[src/rtl/product_burst_accumulator_if.sv]
// ---------------------------------------------------------------------------
// product_burst_accumulator_if
//
// Purpose: groups the upstream memory-read handshake and the downstream
// result handshake of product_burst_accumulator into one bundle.
//
// Parameters:
//   DATA_W  width of memVal words
//   DEPTH   words per burst
//
// Signals (direction as seen by the accumulator, i.e. the slave modport):
//   start         in   request one burst drain
//   RDY_readMem   in   upstream memory full and ready to be read
//   EN_readMem    out  one-cycle read request to upstream
//   memVal        in   burst data word
//   VALID_memVal  in   memVal valid this cycle
//   sum           out  accumulated sum (ACC_W bits)
//   word_count    out  words accepted in current/last burst (CNT_W bits)
//   VALID_sum     out  result final and stable
//   ACK_sum       in   consumer accepts result
//   busy          out  accumulator not idle
//   err_timeout   out  last burst ended by watchdog
//   max_val       out  largest word seen (present only with ACC_MAX_EN)
//
// Modports: slave = the accumulator, master = the environment driving it.
// Optional feature macro: ACC_MAX_EN adds max_val.
// ---------------------------------------------------------------------------
interface product_burst_accumulator_if #(
  parameter int DATA_W = 32,
  parameter int DEPTH  = 64
);
  localparam int ACC_W = DATA_W + $clog2(DEPTH);
  localparam int CNT_W = $clog2(DEPTH) + 1;

  logic              start;
  logic              RDY_readMem;
  logic              EN_readMem;
  logic [DATA_W-1:0] memVal;
  logic              VALID_memVal;
  logic [ACC_W-1:0]  sum;
  logic [CNT_W-1:0]  word_count;
  logic              VALID_sum;
  logic              ACK_sum;
  logic              busy;
  logic              err_timeout;
`ifdef ACC_MAX_EN
  logic [DATA_W-1:0] max_val;

  modport slave (
    input  start, RDY_readMem, memVal, VALID_memVal, ACK_sum,
    output EN_readMem, sum, word_count, VALID_sum, busy, err_timeout, max_val
  );

  modport master (
    output start, RDY_readMem, memVal, VALID_memVal, ACK_sum,
    input  EN_readMem, sum, word_count, VALID_sum, busy, err_timeout, max_val
  );
`else
  modport slave (
    input  start, RDY_readMem, memVal, VALID_memVal, ACK_sum,
    output EN_readMem, sum, word_count, VALID_sum, busy, err_timeout
  );

  modport master (
    output start, RDY_readMem, memVal, VALID_memVal, ACK_sum,
    input  EN_readMem, sum, word_count, VALID_sum, busy, err_timeout
  );
`endif
endinterface

[src/rtl/product_burst_accumulator.sv]
// ---------------------------------------------------------------------------
// product_burst_accumulator
//
// Purpose: drains one full burst from the upstream multiplier's product
// memory and sums every word (unsigned). A watchdog ends a burst that stalls
// for TIMEOUT consecutive cycles and flags it with err_timeout.
//
// Ports:
//   clk        in   clock, all logic on posedge
//   rst_n      in   synchronous active-low reset
//   bus        slave modport of product_burst_accumulator_if
//                   (read handshake, burst data, result handshake, status)
//   dbg_state  out  current FSM state (IDLE=0, WAIT_RDY=1, COLLECT=2, DONE=3)
//
// Parameters:
//   DATA_W   width of memVal words
//   DEPTH    words per burst
//   TIMEOUT  max consecutive idle COLLECT cycles before abort; must exceed
//            the 2-3 cycle upstream read latency
//
// Optional feature macro: ACC_MAX_EN -- when defined, bus.max_val tracks the
// largest word accepted in the current/last burst.
//
// Handshakes:
//   Read request : EN_readMem is asserted combinationally in WAIT_RDY
//                  while RDY_readMem is high; that same cycle is the only
//                  cycle of the request, so exactly one pulse per burst.
//   Burst data   : a word is consumed on every COLLECT cycle where
//                  VALID_memVal is high; there is no back-pressure.
//   Result       : VALID_sum stays high (with sum/word_count/err_timeout
//                  frozen) until a cycle with ACK_sum high; the transfer
//                  completes on that edge and the block returns to IDLE.
// ---------------------------------------------------------------------------
module product_burst_accumulator #(
  parameter int DATA_W  = 32,
  parameter int DEPTH   = 64,
  parameter int TIMEOUT = 16
) (
  input  logic                         clk,
  input  logic                         rst_n,
  product_burst_accumulator_if.slave   bus,
  output logic [1:0]                   dbg_state
);

  localparam int ACC_W  = DATA_W + $clog2(DEPTH);
  localparam int CNT_W  = $clog2(DEPTH) + 1;
  localparam int IDLE_W = $clog2(TIMEOUT + 1);

  localparam logic [1:0] ST_IDLE     = 2'd0;
  localparam logic [1:0] ST_WAIT_RDY = 2'd1;
  localparam logic [1:0] ST_COLLECT  = 2'd2;
  localparam logic [1:0] ST_DONE     = 2'd3;

  logic [1:0]        state_q,    state_d;
  logic [ACC_W-1:0]  sum_q,      sum_d;
  logic [CNT_W-1:0]  word_cnt_q, word_cnt_d;
  logic [IDLE_W-1:0] idle_cnt_q, idle_cnt_d;
  logic              err_q,      err_d;
`ifdef ACC_MAX_EN
  logic [DATA_W-1:0] max_q,      max_d;
`endif

  // Next-state and datapath update
  always_comb begin
    state_d    = state_q;
    sum_d      = sum_q;
    word_cnt_d = word_cnt_q;
    idle_cnt_d = idle_cnt_q;
    err_d      = err_q;
`ifdef ACC_MAX_EN
    max_d      = max_q;
`endif

    unique case (state_q)
      ST_IDLE: begin
        if (bus.start) begin
          state_d = ST_WAIT_RDY;
        end
      end

      ST_WAIT_RDY: begin
        // The read request fires this cycle; results of the previous burst
        // are kept visible until now and cleared on entry to COLLECT.
        if (bus.RDY_readMem) begin
          state_d    = ST_COLLECT;
          sum_d      = '0;
          word_cnt_d = '0;
          idle_cnt_d = '0;
          err_d      = 1'b0;
`ifdef ACC_MAX_EN
          max_d      = '0;
`endif
        end
      end

      ST_COLLECT: begin
        if (bus.VALID_memVal) begin
          sum_d      = sum_q + ACC_W'(bus.memVal);
          word_cnt_d = word_cnt_q + CNT_W'(1);
          idle_cnt_d = '0;
`ifdef ACC_MAX_EN
          if (bus.memVal > max_q) begin
            max_d = bus.memVal;
          end
`endif
          // Compare the pre-increment count so the DEPTH-th word ends the burst.
          if (word_cnt_q == CNT_W'(DEPTH - 1)) begin
            state_d = ST_DONE;
          end
        end else begin
          idle_cnt_d = idle_cnt_q + IDLE_W'(1);
          if (idle_cnt_q == IDLE_W'(TIMEOUT - 1)) begin
            state_d = ST_DONE;
            err_d   = 1'b1;
          end
        end
      end

      ST_DONE: begin
        if (bus.ACK_sum) begin
          state_d = ST_IDLE;
        end
      end

      default: begin
        state_d = ST_IDLE;
      end
    endcase
  end

  always_ff @(posedge clk) begin
    if (!rst_n) begin
      state_q    <= ST_IDLE;
      sum_q      <= '0;
      word_cnt_q <= '0;
      idle_cnt_q <= '0;
      err_q      <= 1'b0;
`ifdef ACC_MAX_EN
      max_q      <= '0;
`endif
    end else begin
      state_q    <= state_d;
      sum_q      <= sum_d;
      word_cnt_q <= word_cnt_d;
      idle_cnt_q <= idle_cnt_d;
      err_q      <= err_d;
`ifdef ACC_MAX_EN
      max_q      <= max_d;
`endif
    end
  end

  // Outputs
  assign bus.EN_readMem  = (state_q == ST_WAIT_RDY) && bus.RDY_readMem;
  assign bus.VALID_sum   = (state_q == ST_DONE);
  assign bus.busy        = (state_q != ST_IDLE);
  assign bus.sum         = sum_q;
  assign bus.word_count  = word_cnt_q;
  assign bus.err_timeout = err_q;
`ifdef ACC_MAX_EN
  assign bus.max_val     = max_q;
`endif
  assign dbg_state       = state_q;

endmodule

[src/flat_wrapper.sv]
// flat-port wrapper written by rule: the top's interface ports become plain ports
module product_burst_accumulator_flat 
#(
  parameter int DATA_W  = 32,
  parameter int DEPTH   = 64,
  parameter int TIMEOUT = 16
)
  (clk, rst_n, dbg_state, bus_start, bus_RDY_readMem, bus_memVal, bus_VALID_memVal, bus_ACK_sum, bus_EN_readMem, bus_sum, bus_word_count, bus_VALID_sum, bus_busy, bus_err_timeout);
  product_burst_accumulator_if #(.DATA_W(DATA_W), .DEPTH(DEPTH)) bus_i ();
  input  logic clk;
  input  logic rst_n;
  output logic [1:0] dbg_state;
  input wire logic [$bits(bus_i.start)-1:0] bus_start;
  input wire logic [$bits(bus_i.RDY_readMem)-1:0] bus_RDY_readMem;
  input wire logic [$bits(bus_i.memVal)-1:0] bus_memVal;
  input wire logic [$bits(bus_i.VALID_memVal)-1:0] bus_VALID_memVal;
  input wire logic [$bits(bus_i.ACK_sum)-1:0] bus_ACK_sum;
  output wire logic [$bits(bus_i.EN_readMem)-1:0] bus_EN_readMem;
  output wire logic [$bits(bus_i.sum)-1:0] bus_sum;
  output wire logic [$bits(bus_i.word_count)-1:0] bus_word_count;
  output wire logic [$bits(bus_i.VALID_sum)-1:0] bus_VALID_sum;
  output wire logic [$bits(bus_i.busy)-1:0] bus_busy;
  output wire logic [$bits(bus_i.err_timeout)-1:0] bus_err_timeout;
  assign bus_i.start = bus_start;
  assign bus_i.RDY_readMem = bus_RDY_readMem;
  assign bus_i.memVal = bus_memVal;
  assign bus_i.VALID_memVal = bus_VALID_memVal;
  assign bus_i.ACK_sum = bus_ACK_sum;
  assign bus_EN_readMem = bus_i.EN_readMem;
  assign bus_sum = bus_i.sum;
  assign bus_word_count = bus_i.word_count;
  assign bus_VALID_sum = bus_i.VALID_sum;
  assign bus_busy = bus_i.busy;
  assign bus_err_timeout = bus_i.err_timeout;
  product_burst_accumulator #(.DATA_W(DATA_W), .DEPTH(DEPTH), .TIMEOUT(TIMEOUT)) u_core (.clk(clk), .rst_n(rst_n), .bus(bus_i), .dbg_state(dbg_state));
endmodule
[config.mk]
export PLATFORM = sky130hd
export DESIGN_NAME = product_burst_accumulator_flat
export DESIGN_NICKNAME = d
export VERILOG_FILES = /design/src/rtl/product_burst_accumulator_if.sv /design/src/rtl/product_burst_accumulator.sv /design/src/flat_wrapper.sv
export SDC_FILE = /design/constraint.sdc
export NUM_CORES = 1
export LEC_CHECK = 0
export ABC_CLOCK_PERIOD_IN_PS = 5300
export BUFFER_PORTS_ARGS = -buffer_cell sky130_fd_sc_hd__clkbuf_2
export CORE_MARGIN = 2
export CORE_UTILIZATION = 50
export DETAILED_ROUTE_END_ITERATION = 6
export PLACE_DENSITY = 0.76
export SETUP_SLACK_MARGIN = 0.2
export SYNTH_ARGS = -nofsm -noshare
export SYNTH_HDL_FRONTEND = slang
export SYNTH_SLANG_ARGS = --single-unit
[constraint.sdc]
create_clock -name clk -period 5.3 [get_ports clk]
set_input_delay 0.53 -clock clk [delete_from_list [all_inputs] [get_ports clk]]
set_output_delay 0.53 -clock clk [all_outputs]
set_load 0.01 [all_outputs]
# [Word-level counts from Yosys, hierarchy flattened]
# Index checks and enable logic that the tools add are counted.
# W data, S select, Z words.
[totals] ff_bits=53 output_inout_bits=51 input_bits=38
[op_classes] eq_ne=13 add_sub_neg=3 reduce_logical=8 mux=20
[ops] op="$mux W38" n=2
[ops] op="$pmux W38 S2" n=1
[ops] op="$add A38 B32 Y38" n=1
[ops] op="$mux W7" n=2
[ops] op="$pmux W7 S2" n=1
[ops] op="$mux W2" n=6
[ops] op="$mux W5" n=2
[ops] op="$ne A2 B2 Y1 const B" n=5
[ops] op="$pmux W5 S2" n=1
[ops] op="$pmux W2 S4" n=1
[ops] op="$add A7 B1 Y7 const B" n=1
[ops] op="$eq A7 B6 Y1 const B" n=1
[ops] op="$ne A3 B2 Y1 const B" n=2
[ops] op="$add A5 B1 Y5 const B" n=1
[ops] op="$eq A5 B4 Y1 const B" n=1
[ops] op="$reduce_and A5 Y1" n=1
[ops] op="$eq A2 B2 Y1 const B" n=2
[ops] op="$reduce_and A4 Y1" n=1
[ops] op="$reduce_bool A2 Y1" n=2
[ops] op="$mux W1" n=3
[ops] op="$reduce_and A3 Y1" n=1
[ops] op="$eq A2 B1 Y1 const B" n=1
[ops] op="$logic_not A2 Y1" n=1
[ops] op="$ne A2 B1 Y1 const B" n=1
[ops] op="3 further kinds" n=3

# [Depth between registers and ports, before layout]
# Gate-level depths: netlist of run 1.
[depth] depth_word=4 mapped_depth=11 ltp_nobuf=11

# [Worst setup path after synthesis of run 1]
# Ideal clock, no wire load.
[synth_path] path_type="input-to-reg" start="input bus_memVal[0]" end="register u_core.sum_q[22] (netlist: u_core.bus.sum[22])" path_slack_ns=2.700 path_buffers=0 setup_ns=0.125 cell_stages=11 arrival_ns=2.476 path_cell_list="ha_1 inv_1 fa_1 nor2b_1 o211ai_1 a31oi_1 o211ai_1 and3_1 o41ai_2 xnor2_1 o21ai_1"
[synth_between] elab_chain_cells=3
[synth_rtl] element="start, declared" line_no="flat_wrapper.sv:15" text="input wire logic [$bits(bus_i.memVal)-1:0] bus_memVal;"
[synth_rtl] element="$add A38 B32 Y38" line_no="product_burst_accumulator.sv:98" text="sum_d = sum_q + ACC_W'(bus.memVal);"
[synth_rtl] element="$mux W38" line_no="product_burst_accumulator.sv:97" text="if (bus.VALID_memVal) begin"
[synth_rtl] element="$pmux W38 S2" line_no="product_burst_accumulator.sv:74" text="unique case (state_q)"
[synth_rtl] element="end signal, assigned" line_no="product_burst_accumulator.sv:143" text="sum_q <= sum_d;"
[synth_rtl] element="end, declared" line_no="product_burst_accumulator.sv:55" text="logic [ACC_W-1:0] sum_q, sum_d;"
# Every way passes these cells. The select of a mux whose other input is x is not followed.
# A chain may end at the register's enable or synchronous reset.

# [Worst setup path in the final report of run 1]
[layout_path] start="register u_core.state_q[1] (netlist: u_core.dbg_state[1])" end="register u_core.sum_q[37] (netlist: u_core.bus.sum[37])"
[layout_between] elab_chain_cells=3
[layout_rtl] element="start, declared" line_no="product_burst_accumulator.sv:54" text="logic [1:0] state_q, state_d;"
[layout_rtl] element="start signal, assigned" line_no="product_burst_accumulator.sv:142" text="state_q <= state_d;"
[layout_rtl] element="$eq A2 B2 Y1 / $eq A2 B1 Y1 (equally long branches)" line_no="product_burst_accumulator.sv:74"
[layout_rtl] element="$ne A2 B2 Y1 (no line) / $reduce_bool A2 Y1 (equally long branches)"
[layout_rtl] element="$reduce_and A3 Y1 (no line)"
# Parallel ways exist; a longest one is shown, timed or not.

==> impl_metrics.yaml, run 1 <==
run_status:
  outcome: "finished clean"
clocking:
  ctsResizeCount: 0
  clock_latency_ps: 310
  cts-htree-levels: 2
  cts_buffers: 5
  cts_root_buf: "clkbuf_8"
  cts.clk_slew.worst_paths_ps: 100
  cts_hold_buf: 0
  cts.sinks: 53
  cts_tree: "done"
  cts_setup_buffers: 0
  clock_path_buffers: 2
grt:
  met1_usage_pct: 28.67
  grt_usage_pct: 22.70
  grt_first_pass_wirelength_mm: 15.86
  grt_pass1_vias: 3533
  busiest_layer: "met2"
  overflow: 0
  grt_use_met3_pct: 3.339
  grt_use_met2_pct: 39.18
  grt_max_degree: 19
  antenna_found_initial: 0
critical_path:
  startpoint_type: "flip-flop"
  worstSetupPathType: "reg2reg"
  cp-end-kind: "flip-flop"
  crit_fanout: 9
  cp_top_family: "simple AND/OR/NAND/NOR gates"
  path_cells: "inv_1, ha_1, nand2b_1, o21ai_1, a21oi_1, and3_1, and3_1, nand2_1, or4_1, nand2_1"
  worstPathRequired_ps: 5560
  r2r-start: "u_core.dbg_state[1]"
  critical_path.max_stage_delay_ps: 600
  worstRegToRegCells: 10
  crit_slowest_cell: "a21oi_1"
  path_buf_inv: 1
  rrSetupSlack_ps: 2510
  crit_arrival_ps: 3050
  r2r-end: "u_core.bus.sum[37]"
yosys:
  synth_area_leader_cell: "dfxtp_1"
  syn_avg_cell_area_um2: 8.088
  synthArstFlopShare_pct: 0
  synth_area_leaders: "dfxtp_1, ha_1, nand2_1"
  syn_nets: 544
  yosysMostFrequentCell: "nand2_1"
  synth_top_area_share_pct: 28.21
  yosys-top-cells-count: "nand2_1, dfxtp_1, o21ai_0"
  synth_ff_type: "dfxtp_1"
  synthCells: 465
  ys_seq_area_share_pct: 28.21
  syn-cell-area_um2: 3761
  ys_ff_latch: 53
  synth-edff-count: 0
  yosysWarnings: 0
  ys_types: 58
final_layout:
  drive_above_1_share_pct: 20.44
  fillers: 678
  num_antenna_cells: 0
  synthToLayoutAreaGrowth_pct: 17.23
  fin_util_pct: 60.79
  final_nets: 626
  post_layout_nonfiller_instances: 647
timing:
  slew-limit-headroom_pct: 51.43
  worst_pin_slew_ps: 728.6
  max_freq_mhz: 359.0
  rsz0062_at_grt: "false"
  drv_slew: 0
  tns_ps: 0
  min_period_over_period_pct: 52.56
  fin_skew_ps: 5.956
  fin_ws_ps: 2514
  finalSetupViolCount: 0
  finalHoldViolCount: 0
  period_minus_slack_ps: 2786
die:
  ios: 89
  initial_core_util_pct: 51.85
  dieArea_um2: 8232
  core_um2: 7253
  dieHeight_um: 90.73
  die_w_um: 90.73
  rows: 31
power_and_ir_drop:
  fin_total_pwr_mw: 1.373
  p_per_area_nw_per_um2: 311.4
  p_leak_nw: 2.146
  ir_worst_vdd_mv: 0.2591
hold_path:
  hold_path.class: "reg2reg"
  min_to: "u_core.bus.sum[23]"
  hold_depth: 2
  min_from: "u_core.bus.sum[23]"
placement:
  dp_cells: 639
  post-place-ws_ps: 2343
  place.gp.congestion: 0.9016
  dp_hpwl_mm: 7.023
  port_buffers: 88
route:
  drtIter0Drc: 148
  post_drt_wl_per_cell_um: 14.02
  firstDrtPassIters: 4
  wirelength_mm: 9.071
  antenna_left: 0
  drc: 0
  vias: 3598
  vias_per_cell: 5.561
job:
  cap_viol_max_count: 0
## layout make-up
cell class                      instances  area [um2]  share of cell area, %
Clock buffer                            5       68.82                  1.561
Clock inverter                          3       65.06                  1.476
Inverter                               18       67.56                  1.532
Multi-Input combinational cell        379        2567                  58.23
Sequential cell                        53        1061                  24.06
Tap cell                               99       123.9                  2.809
Timing Repair Buffer                   90       455.4                  10.33
## cells in the final DEF, fill, tap and decap left out, types with 3 or more instances in the layout
cell and n:
nand2b_1 8, a211oi_1 3, xor2_1 19, nor3_1 4
mux2i_1 5, a21o_1 11, dfxtp_1 53, and3_1 10
o21bai_1 3, ha_1 40, o21a_1 3, a21oi_1 36
a31oi_1 4, nand3_1 8, and2_1 3, inv_1 18
a22o_1 6, nand4_1 9, o21ai_0 48, o211ai_1 4
nor2b_1 5, o21ai_1 3, or2_2 3, clkbuf_8 5
o31ai_1 3, xnor2_1 15, nor2_1 21, clkbuf_2 88
nand2_1 69
## state kept, by name (all words and copies together), names as in the netlist
| name | flops |
|---|---|
| u_core.bus.err_timeout | 1 |
| u_core.bus.sum | 38 |
| u_core.bus.word_count | 7 |
| u_core.dbg_state | 2 |
| u_core.idle_cnt_q | 5 |
## tightest hold or removal path: stages, from the launching register on
cell,delay [ps]
dfxtp_1,340
nand2_1,50
o21ai_0,60
## how the worst max path moves through the flow
stage / from / endpoint / slack, ps / cells past startpoint
5_1_grt: u_core.dbg_state[1] / u_core.bus.sum[37] / 2290 / 10
4_1_cts: u_core.dbg_state[1] / u_core.bus.sum[37] / 2540 / 10
6_report: u_core.dbg_state[1] / u_core.bus.sum[37] / 2510 / 10
3_5_place_dp: bus_memVal[0] / u_core.bus.sum[18] / 2340 / 12
3_3_place_gp: bus_memVal[0] / u_core.bus.sum[22] / 2420 / 12
2_1_floorplan: bus_memVal[0] / u_core.bus.sum[22] / 2700 / 11
## stage by stage
step / hold slack, ps / area (um2)
2_1_floorplan: 449.2 / 3761
3_5_place_dp: 458.5 / 4275
3_3_place_gp: 455.8 / 4275
4_1_cts: 488.5 / 4409
6_report: 482.9 / 4409
5_1_grt: 510.6 / 4409
## metal layers
| metal | up-vias | share of wire [%] |
|---|---|---|
| met5 | - | 0 |
| met1 | 1637 | 45 |
| met2 | 101 | 48 |
| met4 | 0 | 1.6 |
| li1 | 1845 | - |
| met3 | 15 | 4.9 |
## kinds of logic (layout without fill, tap and decap cells)
logic type      count (synthesis)  count (layout)  share of synthesized area (%)
simple gates                  147             147                          18.20
buf+inv                        33             116                          3.593
fa+ha+maj                      41              41                          13.84
compound gates                152             152                          26.91
mux                             5               5                          1.331
xor+xnor                       34              34                          7.918
flops                          53              53                          28.21
## power by group
group | switching (mW) | internal (mW)
clock network | 0.146 | 0.188
logic | 0.340 | 0.217
registers | 0.0390 | 0.443
total | 0.525 | 0.848
Power figures use the tool's default switching activity.
==> inputs of run 2 (changes only) <==
- ABC_AREA: unset -> 1
- ABC_CLOCK_PERIOD_IN_PS: 5300 -> 2300
- PLACE_DENSITY: 0.76 -> 0.77
- clock period: 5.3 -> 2.3 ns (I/O delays scaled with it)
==> run 2 against run 1 <==
  * Utilization shrank 0.53 points
  * Die area grew 23%
  * Clock-buffer cell count is the same
  * Critical endpoint is now u_core.bus.sum[24]
  * Largest cell class unchanged
  * Global-route usage grew 2.3 points
  * Synthesized cell count grew 68%
  * Register-to-register slack lost 2200 ps
==> impl_metrics.yaml, run 2 <==
yosys:
  synth_area_leader_cell: "nand2_1"
  synth_compound_area_share_pct: 11.26
  syn-cell-area_um2: 4679
  ys_ff_latch: 53
  yosys-top-cells-count: "nand2_1, inv_1, nor2_1"
  synthAdderAreaFrac_pct: 11.12
  synth_ff_type: "dfxtp_1"
  synth_xor_area_share_pct: 0.1872
  ys_seq_area_share_pct: 22.67
  synth_area_leaders: "nand2_1, dfxtp_1, ha_1"
  synthArstFlopShare_pct: 0
  synth_top_area_share_pct: 22.94
  yosysMostFrequentCell: "nand2_1"
  synth_top_family_by_area: "simple AND/OR/NAND/NOR gates"
  ys_types: 45
  syn_avg_cell_area_um2: 5.992
  yosysWarnings: 0
  synthCells: 781
  yosys.area_share.simple_pct: 45.48
  synth.mux.area_fraction_pct: 0
  synth-edff-count: 0
  syn_nets: 860
route:
  vias_per_cell: 5.086
  firstDrtPassIters: 5
  wirelength_mm: 12.66
  antenna_left: 0
  post_drt_wl_per_cell_um: 12.70
  vias: 5071
  drtIter0Drc: 225
  drc: 0
timing:
  finalSetupViolCount: 0
  max_freq_mhz: 497.2
  finalHoldViolCount: 0
  period_minus_slack_ps: 2011
  worst_pin_slew_ps: 358.8
  rsz0062_at_grt: "false"
  min_period_over_period_pct: 87.45
  tns_ps: 0
  drv_slew: 0
  fin_skew_ps: 9.565
  slew-limit-headroom_pct: 76.05
die:
  rows: 35
  dieArea_um2: 10150
  ios: 89
  core_um2: 9153
  die_w_um: 100.7
  dieHeight_um: 100.7
  initial_core_util_pct: 51.13
final_layout:
  final_nets: 964
  largest_reg_flops: 38
  final_cell_mix: "nand2_1, inv_1, nor2_1"
  num_antenna_cells: 0
  final_common_cell: "nand2_1"
  synthToLayoutAreaGrowth_pct: 17.86
  drive_above_1_share_pct: 20.77
  post_layout_nonfiller_instances: 997
  fillers: 952
hold_path:
  hold_path.class: "in2reg"
  hold_depth: 3
placement:
  dp_hpwl_mm: 10.07
  place.gp.congestion: 0.9368
  dp_cells: 980
  port_buffers: 88
clocking:
  cts-htree-levels: 2
  cts_buffers: 5
  cts_root_buf: "clkbuf_8"
  clock_path_buffers: 2
  cts_tree: "done"
  clock_latency_ps: 330
  cts_hold_buf: 0
  cts.sinks: 53
  cts.clk_slew.worst_paths_ps: 120
power_and_ir_drop:
  p_leak_nw: 2.942
  p_per_area_nw_per_um2: 603.5
  ir_worst_vdd_mv: 0.4458
grt:
  grt_max_degree: 20
  grt_first_pass_wirelength_mm: 20.60
  grt_usage_pct: 25.02
  grt_pass1_vias: 4484
  antenna_found_initial: 0
  overflow: 0
critical_path:
  worstPathRequired_ps: 2540
  worstRegToRegCells: 15
  crit_arrival_ps: 2250
  worstSetupPathType: "reg2reg"
  cp-end-kind: "flip-flop"
  startpoint_type: "flip-flop"
  crit_fanout: 5
job:
  cap_viol_max_count: 0
run_status:
  outcome: "finished clean"
==> run 2: changes by cell type after synthesis, sizes merged, moves of 7 or more <==
cell    delta
nand2    +233
nor2      +91
inv       +85
nand3     +33
o21ai     -22
xor2      -18
xnor2     -15
nor3      +10
a21o       -9
nand2b     -8
and3       -7
clkbuf     -7
nand3b     +7
nand4      -7
==> run 2: critical path, cell delays in order (launching register included) <==
cell and delay [ps]:
dfxtp_2 370, ha_4 130, inv_1 50, fa_2 380, inv_2 70, nand3_1 70
nand3_2 140, nand2_2 70, nand2_2 100, nand3_2 80, nand2_2 120, nand3_1 90
nand2_1 80, nand2_1 40, nand3_1 80, nand2_1 60
==> run 2: layer usage <==
| metal | vias up | GRT usage, % | routed length [um] |
|---|---|---|---|
| met5 | - | 0 | 0 |
| met4 | 0 | 6.639 | 219 |
| met3 | 19 | 4.230 | 820 |
| met2 | 161 | 41.03 | 5732 |
| met1 | 2209 | 34.03 | 5887 |
| li1 | 2682 | - | - |
==> run 2: per-stage QoR <==
step           total power [mW]  util, %  cell area (um2)  setup WS, ps  hold slack (ps)
5_1_grt                   3.580    60.26             5515         158.8            132.4
4_1_cts                   3.284    58.84             5385         222.1            129.5
2_1_floorplan             2.236        -             4679         322.3            365.7
3_5_place_dp              2.663    57.54             5266         26.67            464.6
6_report                  3.328    60.26             5515         288.7            130.4
3_3_place_gp              2.646    57.54             5266         138.8            458.0
==> run 2: cell type report <==
type	count	area [um2]	area share [%]
Clock buffer	5	68.82	1.248
Clock inverter	3	26.28	0.4764
Inverter	103	391.6	7.101
Multi-Input combinational cell	620	3269	59.28
Sequential cell	53	1062	19.26
Tap cell	111	138.9	2.518
Timing Repair Buffer	102	558.0	10.12
==> run 2: timing repair <==
action,4_1_cts,5_1_grt
pin swaps,1,5
endpoints found under the hold margin,0,0
resized for setup,6,18
setup buffers,1,8
endpoints found under the setup margin,8,12
==> run 2: power by group <==
group          switching [mW]  internal [mW]  total (mW)
sequential             0.0983           1.03        1.13
combinational            1.03          0.552        1.58
clock                   0.391          0.228       0.620
total                    1.52           1.81        3.33
==> run 2: worst paths after layout <==
check	startpoint	end	slack, ps
worst max-delay path	u_core.bus.sum[0]	u_core.bus.sum[24]	290
worst min-delay path	rst_n	u_core.dbg_state[0]	130
worst max register to register	u_core.bus.sum[0]	u_core.bus.sum[24]	290
worst min register to register	u_core.bus.sum[19]	u_core.bus.sum[19]	480
==> run 2: cell families after synthesis <==
| family | Yosys count |
|---|---|
| flip-flops | 53 |
| AO/OA/AOI/OAI | 91 |
| AND/OR/NAND/NOR | 487 |
| buffers and inverters | 108 |
| XOR/XNOR | 1 |
| adder cells (fa/ha/maj) | 41 |
